<file path="src/rtl/decoder_3to8_pulse_pkg.sv">
// Shared types and constants for the 3-to-8 pulse decoder slice.
package dec_pkg;

  localparam int unsigned CODE_W = 3;
  localparam int unsigned OUT_W  = 8;

  typedef enum logic [1:0] {IDLE, HOLD, GAP} state_e;

  function automatic logic [OUT_W-1:0] code2onehot(input logic [CODE_W-1:0] code);
    logic [OUT_W-1:0] v;
    v       = '0;
    v[code] = 1'b1;
    return v;
  endfunction

endpackage

</file>
<file path="src/rtl/decoder_3to8_pulse_if.sv">
// Code handshake and decoded-output bundle between a code source and the pulse decoder.
interface decoder_3to8_pulse_if #(
  parameter int unsigned DEPTH = 4
);
  import dec_pkg::*;

  localparam int unsigned LVL_W = $clog2(DEPTH + 1);

  logic              en;
  logic [CODE_W-1:0] code_in;
  logic              code_valid;
  logic              code_ready;
  logic [OUT_W-1:0]  out;
  logic              busy;
  logic              done;
  logic [LVL_W-1:0]  level;

  modport master (
    output en, code_in, code_valid,
    input  code_ready, out, busy, done, level
  );

  modport slave (
    input  en, code_in, code_valid,
    output code_ready, out, busy, done, level
  );

endinterface

</file>
<file path="src/rtl/decoder_3to8_pulse_fifo.sv">
// Small synchronous code FIFO; push/pop are self-gated against full/empty.
module sync_code_fifo #(
  parameter int unsigned DEPTH = 4,
  parameter int unsigned WIDTH = 3
) (
  input  logic                       clk,
  input  logic                       rst_n,
  input  logic                       push,
  input  logic [WIDTH-1:0]           wdata,
  input  logic                       pop,
  output logic [WIDTH-1:0]           rdata,
  output logic                       full,
  output logic                       empty,
  output logic [$clog2(DEPTH+1)-1:0] level
);

  localparam int unsigned PTR_W = $clog2(DEPTH);
  localparam int unsigned LVL_W = $clog2(DEPTH + 1);

  logic [WIDTH-1:0] mem_q [DEPTH];
  logic [PTR_W-1:0] wr_ptr_q, rd_ptr_q;
  logic [LVL_W-1:0] count_q;
  logic             do_push, do_pop;

  assign full    = (count_q == LVL_W'(DEPTH));
  assign empty   = (count_q == '0);
  assign level   = count_q;
  assign rdata   = mem_q[rd_ptr_q];
  assign do_push = push & ~full;
  assign do_pop  = pop & ~empty;

  // Power-of-two depth lets the pointers wrap by natural overflow.
  always_ff @(posedge clk or negedge rst_n) begin
    if (!rst_n) begin
      wr_ptr_q <= '0;
      rd_ptr_q <= '0;
      count_q  <= '0;
    end else begin
      if (do_push) wr_ptr_q <= wr_ptr_q + PTR_W'(1);
      if (do_pop)  rd_ptr_q <= rd_ptr_q + PTR_W'(1);
      unique case ({do_push, do_pop})
        2'b10:   count_q <= count_q + LVL_W'(1);
        2'b01:   count_q <= count_q - LVL_W'(1);
        default: count_q <= count_q;
      endcase
    end
  end

  always_ff @(posedge clk) begin
    if (do_push) mem_q[wr_ptr_q] <= wdata;
  end

endmodule

</file>
<file path="src/rtl/decoder_3to8_pulse.sv">
// Buffers 3-bit codes and replays each as a one-hot pulse of fixed width with a zero gap.
module decoder_3to8_pulse
  import dec_pkg::*;
#(
  parameter int          HOLD_CYCLES = 4,
  parameter int          GAP_CYCLES  = 1,
  parameter int unsigned DEPTH       = 4
) (
  input logic                 clk,
  input logic                 rst_n,
  decoder_3to8_pulse_if.slave bus
);

  localparam int CNT_MAX = (HOLD_CYCLES > GAP_CYCLES) ? HOLD_CYCLES : GAP_CYCLES;
  localparam int CNT_W   = $clog2(CNT_MAX + 1);

  if (HOLD_CYCLES < 1) begin : g_bad_hold
    $error("HOLD_CYCLES must be at least 1");
  end
  if (GAP_CYCLES < 1) begin : g_bad_gap
    $error("GAP_CYCLES must be at least 1");
  end
  if (DEPTH < 2 || (DEPTH & (DEPTH - 1)) != 0) begin : g_bad_depth
    $error("DEPTH must be a power of two and at least 2");
  end

  state_e            state_q, state_d;
  logic [CNT_W-1:0]  cnt_q, cnt_d;
  logic [OUT_W-1:0]  out_q, out_d;
  logic              done_q, done_d;
  logic              fifo_pop, fifo_full, fifo_empty;
  logic [CODE_W-1:0] fifo_code;

  sync_code_fifo #(
    .DEPTH (DEPTH),
    .WIDTH (CODE_W)
  ) u_fifo (
    .clk   (clk),
    .rst_n (rst_n),
    .push  (bus.code_valid),
    .wdata (bus.code_in),
    .pop   (fifo_pop),
    .rdata (fifo_code),
    .full  (fifo_full),
    .empty (fifo_empty),
    .level (bus.level)
  );

  assign bus.code_ready = ~fifo_full;
  assign bus.out        = out_q;
  assign bus.done       = done_q;
  assign bus.busy       = (state_q != IDLE);

  always_comb begin
    state_d  = state_q;
    cnt_d    = cnt_q;
    out_d    = out_q;
    done_d   = 1'b0;
    fifo_pop = 1'b0;
    unique case (state_q)
      IDLE: begin
        if (bus.en && !fifo_empty) begin
          fifo_pop = 1'b1;
          out_d    = code2onehot(fifo_code);
          cnt_d    = CNT_W'(HOLD_CYCLES - 1);
          state_d  = HOLD;
        end
      end
      HOLD: begin
        if (!bus.en) begin
          out_d   = '0;
          state_d = IDLE;
        end else if (cnt_q != '0) begin
          cnt_d = cnt_q - CNT_W'(1);
        end else begin
          out_d   = '0;
          done_d  = 1'b1;
          cnt_d   = CNT_W'(GAP_CYCLES - 1);
          state_d = GAP;
        end
      end
      GAP: begin
        if (!bus.en) begin
          out_d   = '0;
          state_d = IDLE;
        end else if (cnt_q != '0) begin
          cnt_d = cnt_q - CNT_W'(1);
        end else if (!fifo_empty) begin
          // Chain straight into the next pulse so queued codes keep exact spacing.
          fifo_pop = 1'b1;
          out_d    = code2onehot(fifo_code);
          cnt_d    = CNT_W'(HOLD_CYCLES - 1);
          state_d  = HOLD;
        end else begin
          state_d = IDLE;
        end
      end
      default: begin
        out_d   = '0;
        state_d = IDLE;
      end
    endcase
  end

  always_ff @(posedge clk or negedge rst_n) begin
    if (!rst_n) begin
      state_q <= IDLE;
      cnt_q   <= '0;
      out_q   <= '0;
      done_q  <= 1'b0;
    end else begin
      state_q <= state_d;
      cnt_q   <= cnt_d;
      out_q   <= out_d;
      done_q  <= done_d;
    end
  end

endmodule

</file>
<file path="src/flat_wrapper.sv">
// flat-port wrapper written by rule: the top's interface ports become plain ports
module decoder_3to8_pulse_flat import dec_pkg::*;
#(
  parameter int          HOLD_CYCLES = 4,
  parameter int          GAP_CYCLES  = 1,
  parameter int unsigned DEPTH       = 4
)
  (clk, rst_n, bus_en, bus_code_in, bus_code_valid, bus_code_ready, bus_out, bus_busy, bus_done, bus_level);
  decoder_3to8_pulse_if #(.DEPTH(DEPTH)) bus_i ();
  input logic clk;
  input logic rst_n;
  input wire logic [$bits(bus_i.en)-1:0] bus_en;
  input wire logic [$bits(bus_i.code_in)-1:0] bus_code_in;
  input wire logic [$bits(bus_i.code_valid)-1:0] bus_code_valid;
  output wire logic [$bits(bus_i.code_ready)-1:0] bus_code_ready;
  output wire logic [$bits(bus_i.out)-1:0] bus_out;
  output wire logic [$bits(bus_i.busy)-1:0] bus_busy;
  output wire logic [$bits(bus_i.done)-1:0] bus_done;
  output wire logic [$bits(bus_i.level)-1:0] bus_level;
  assign bus_i.en = bus_en;
  assign bus_i.code_in = bus_code_in;
  assign bus_i.code_valid = bus_code_valid;
  assign bus_code_ready = bus_i.code_ready;
  assign bus_out = bus_i.out;
  assign bus_busy = bus_i.busy;
  assign bus_done = bus_i.done;
  assign bus_level = bus_i.level;
  decoder_3to8_pulse #(.HOLD_CYCLES(HOLD_CYCLES), .GAP_CYCLES(GAP_CYCLES), .DEPTH(DEPTH)) u_core (.clk(clk), .rst_n(rst_n), .bus(bus_i));
endmodule
</file>
<file path="config.mk">
export PLATFORM = sky130hd
export DESIGN_NAME = decoder_3to8_pulse_flat
export DESIGN_NICKNAME = d
export VERILOG_FILES = /design/src/rtl/decoder_3to8_pulse_pkg.sv /design/src/rtl/decoder_3to8_pulse_if.sv /design/src/rtl/decoder_3to8_pulse_fifo.sv /design/src/rtl/decoder_3to8_pulse.sv /design/src/flat_wrapper.sv
export SDC_FILE = /design/constraint.sdc
export NUM_CORES = 1
export LEC_CHECK = 0
export ABC_AREA = 1
export CORE_MARGIN = 3
export CORE_UTILIZATION = 25
export CTS_BUF_LIST = sky130_fd_sc_hd__clkbuf_4
export CTS_CLUSTER_SIZE = 20
export DETAILED_ROUTE_END_ITERATION = 16
export DONT_BUFFER_PORTS = 1
export PLACE_DENSITY = 0.4
export RECOVER_POWER = 50
export SLEW_MARGIN = 20
export SYNTH_ARGS = -nofsm -noshare
export SYNTH_HDL_FRONTEND = slang
export SYNTH_SLANG_ARGS = --single-unit
</file>
<file path="constraint.sdc">
create_clock -name clk -period 3.8 [get_ports clk]
set_clock_uncertainty 0.2 [all_clocks]
set_input_delay 0.76 -clock clk [delete_from_list [all_inputs] [get_ports clk]]
set_output_delay 0.76 -clock clk [all_outputs]
set_load 0.05 [all_outputs]
</file>
==> results.py <==
metrics = {
    "place": {
        "dp_hpwl_mm": 2.58,
        "dp.cells": 287,
        "pre_cts_ws_ps": 930,
        "globalplace.congestion": 0.735,
        "port_buffers": 0,
    },
    "timing": {
        "period_needed_ps": 2840,
        "finalHoldViolations": 0,
        "fin_crit_sh_pct": 74.8,
        "fmax_mhz": 352,
        "setup_viol": 0,
        "rsz0062_at_grt": "no",
        "worst_slew_pin_slew_ps": 1210,
        "maxSlewHeadroom_pct": 19.2,
        "fin_tns_setup_ps": 0,
        "fin_ws_ps": 956,
        "drv_slew": 0,
    },
    "clock_tree": {
        "cts_buffers": 5,
        "htreeDepth": 2,
        "cts_root_buf": "clkbuf_4",
        "insertion_delay_ps": 320,
        "path_clk_slew_ps": 110,
        "cts_tree": "done",
        "clockBufferDepth": 2,
        "post_cts_buffers": 0,
        "clock-sinks": 33,
    },
    "power_and_ir_drop": {
        "p_leak_nw": 0.928,
        "power_switching_mw": 0.894,
        "sw_frac_of_total_pct": 50.5,
        "p_total_mw": 1.77,
        "p_per_area_nw_per_um2": 904,
        "irDropWorstVdd_v": 0.000341,
        "power.share.combinational_pct": 42.5,
        "p_int_mw": 0.877,
        "p_clk_share_pct": 14.6,
        "pwr-share-seq_pct": 42.8,
    },
    "run_status": {
        "status": "finished clean",
    },
    "setup_path": {
        "critPathArrivalTime_ps": 2860,
        "start_kind": "flop",
        "cp_data_required_time_ps": 3810,
        "cp-end-kind": "flop",
        "crit_path_cell_trace": "nor2_2 -> nand2_1 -> nand2_2 -> ha_1 -> inv_1 -> fa_1 -> a21oi_1 -> o21ai_0 -> xor2_1",
        "critPathKind": "reg2reg",
        "max_stage_delay_ps": 610,
        "cp_slowest_cell": "dfrtp_1",
        "critPathTopFamily": "simple AND/OR/NAND/NOR gates",
        "cp_num_buf_inv": 1,
        "path_depth": 9,
        "ff2ff_path_depth": 9,
        "path_max_fanout": 8,
    },
    "grt": {
        "antenna_found_initial": 0,
        "met1_usage_pct": 12.4,
        "grt_usage_pct": 8.93,
        "grt-ovfl-total": 0,
        "grt_pass1_vias": 1157,
        "grt_pass1_wl_mm": 5.89,
        "use_met3_pct": 3.75,
        "grt_start_max_net_pins": 22,
        "grt_use_met2_pct": 12.9,
        "grt.busiest_layer": "met2",
    },
    "cells_and_area": {
        "area_delta_synth_final_pct": 9.74,
        "final_cell_mix": "nand2_1 (67), dfrtp_1 (21), inv_1 (20)",
        "drive_gt1_share_pct": 14.5,
        "layout.nets": 216,
        "finalNonFillerCells": 296,
        "nFillCells": 721,
        "final_core_utilization_pct": 28.5,
        "num_antenna_cells": 0,
        "mostFrequentLayoutCell": "nand2_1",
    },
    "route": {
        "drtAntennaViolNets": 0,
        "num_vias": 1137,
        "firstDrtPassIters": 4,
        "drc": 0,
        "vias_per_cell": 3.84,
        "avgRoutedWirePerCell_um": 11.2,
        "wl_mm": 3.33,
        "drtIter0Drc": 33,
    },
    "synthesis": {
        "yosys_warnings": 0,
        "synth_area_per_cell_um2": 9.30,
        "synthCells": 192,
        "ys_ff_latch": 33,
        "synthesis.nets": 209,
        "synthesis.area_um2": 1790,
        "ys_seq_area_share_pct": 49.6,
        "synth_cell_types": 28,
    },
    "floorplan": {
        "rows": 30,
        "die_w_um": 90.5,
        "die_h_um": 90.5,
        "design.core.area_um2": 6870,
        "floorplan.initialDensity_pct": 26.0,
        "die_area_um2": 8190,
        "ios": 21,
    },
    "worst_hold_path": {
        "min_path_cells": 2,
        "min_path_type": "reg2reg",
    },
    "run": {
        "maxCapViolCount": 0,
    },
}
[cell usage after synthesis (all sizes together)]
| master | number | share of area (%) |
|---|---|---|
| nand2 | 75 | 18 |
| inv | 23 | 4.8 |
| dfrtp | 21 | 29 |
| nor2 | 16 | 4.9 |
| edfxtp | 12 | 20 |
| nand3 | 12 | 4.9 |
| ha | 9 | 6.3 |
| o21ai | 6 | 1.7 |
| a21oi | 5 | 2.2 |
| xor2 | 3 | 1.5 |
| o211ai | 2 | 1.4 |
| xnor2 | 2 | 0.98 |
| buf | 1 | 0.63 |
| fa | 1 | 1.1 |
| nand3b | 1 | 0.42 |
| nand4 | 1 | 0.35 |
| o211a | 1 | 0.56 |
| o21bai | 1 | 0.42 |
[metrics by stage]
stage / hold slack (ps) / instance area [µm²]
floorplan: 242 / 1790
global placement: 261 / 1890
finish: 285 / 1960
CTS: 292 / 1980
global route: 279 / 1960
detailed placement: 265 / 1890
[power by group through the flow]
| stage | clock (mW) | combinational (mW) | sequential [mW] |
|---|---|---|---|
| 6_report | 0.259 | 0.753 | 0.759 |
| 5_1_grt | 0.291 | 0.878 | 0.782 |
| 4_1_cts | 0.274 | 0.788 | 0.765 |
| 3_5_place_dp | 0 | 0.775 | 0.773 |
| 3_3_place_gp | 0 | 0.785 | 0.774 |
| 2_1_floorplan | 0 | 0.673 | 0.728 |
[routing by layer]
layer | routed length [µm] | vias up
met2 | 1430 | 16
met4 | 21 | 0
met5 | 0 | -
li1 | - | 619
met1 | 1720 | 500
met3 | 149 | 2
[path summary, 6_finish.rpt]
path	endpoint	from	slack, ps
hold / removal	u_core.cnt_q[2]	u_core.cnt_q[2]	290
setup / recovery	u_core.u_fifo.level[2]	u_core.u_fifo.level[1]	960
setup reg to reg	u_core.u_fifo.level[2]	u_core.u_fifo.level[1]	960
max in group asynchronous	u_core.bus.out[4]	rst_n	2220
min in group asynchronous	u_core.state_q[1]	rst_n	460
hold reg to reg	u_core.cnt_q[2]	u_core.cnt_q[2]	290
[state kept, by name (all words and copies together) (netlist names)]
name,cells
u_core.bus.done,1
u_core.bus.out,8
u_core.cnt_q,3
u_core.state_q,2
u_core.u_fifo.level,3
u_core.u_fifo.mem_q,12
u_core.u_fifo.rd_ptr_q,2
u_core.u_fifo.wr_ptr_q,2
[layout make-up]
type	count	area (µm²)	share of cell area [%]
clock buffer	5	37.5	1.92
clock inverter	3	41.3	2.11
inverter	23	86.3	4.41
multi-input combinational	135	785	40.0
sequential	33	886	45.2
tap	96	120	6.13
timing repair buffer	1	3.75	0.192
[repair_timing]
item,4_1_cts,5_1_grt
endpoints found under the setup margin,0,0
hold endpoints to repair,21,0
hold buffers,1,0
resized for setup,0,0
[logic make-up after synthesis]
kind of cell,count (synthesis),share of synthesized area [%]
XOR/XNOR,5,2.45
AND/OR/NAND/NOR,105,28.7
AO/OA/AOI/OAI,15,6.31
flip-flops,33,49.6
adder cells (fa/ha/maj),10,7.43
buffers and inverters,24,5.47
[tightest hold or removal path, cell delays in order (launching register included)]
cell and delay (ps):
dfrtp_1 360, nand2_1 50, nand2_1 40
No activity file was read; power rests on OpenSTA's default activity.
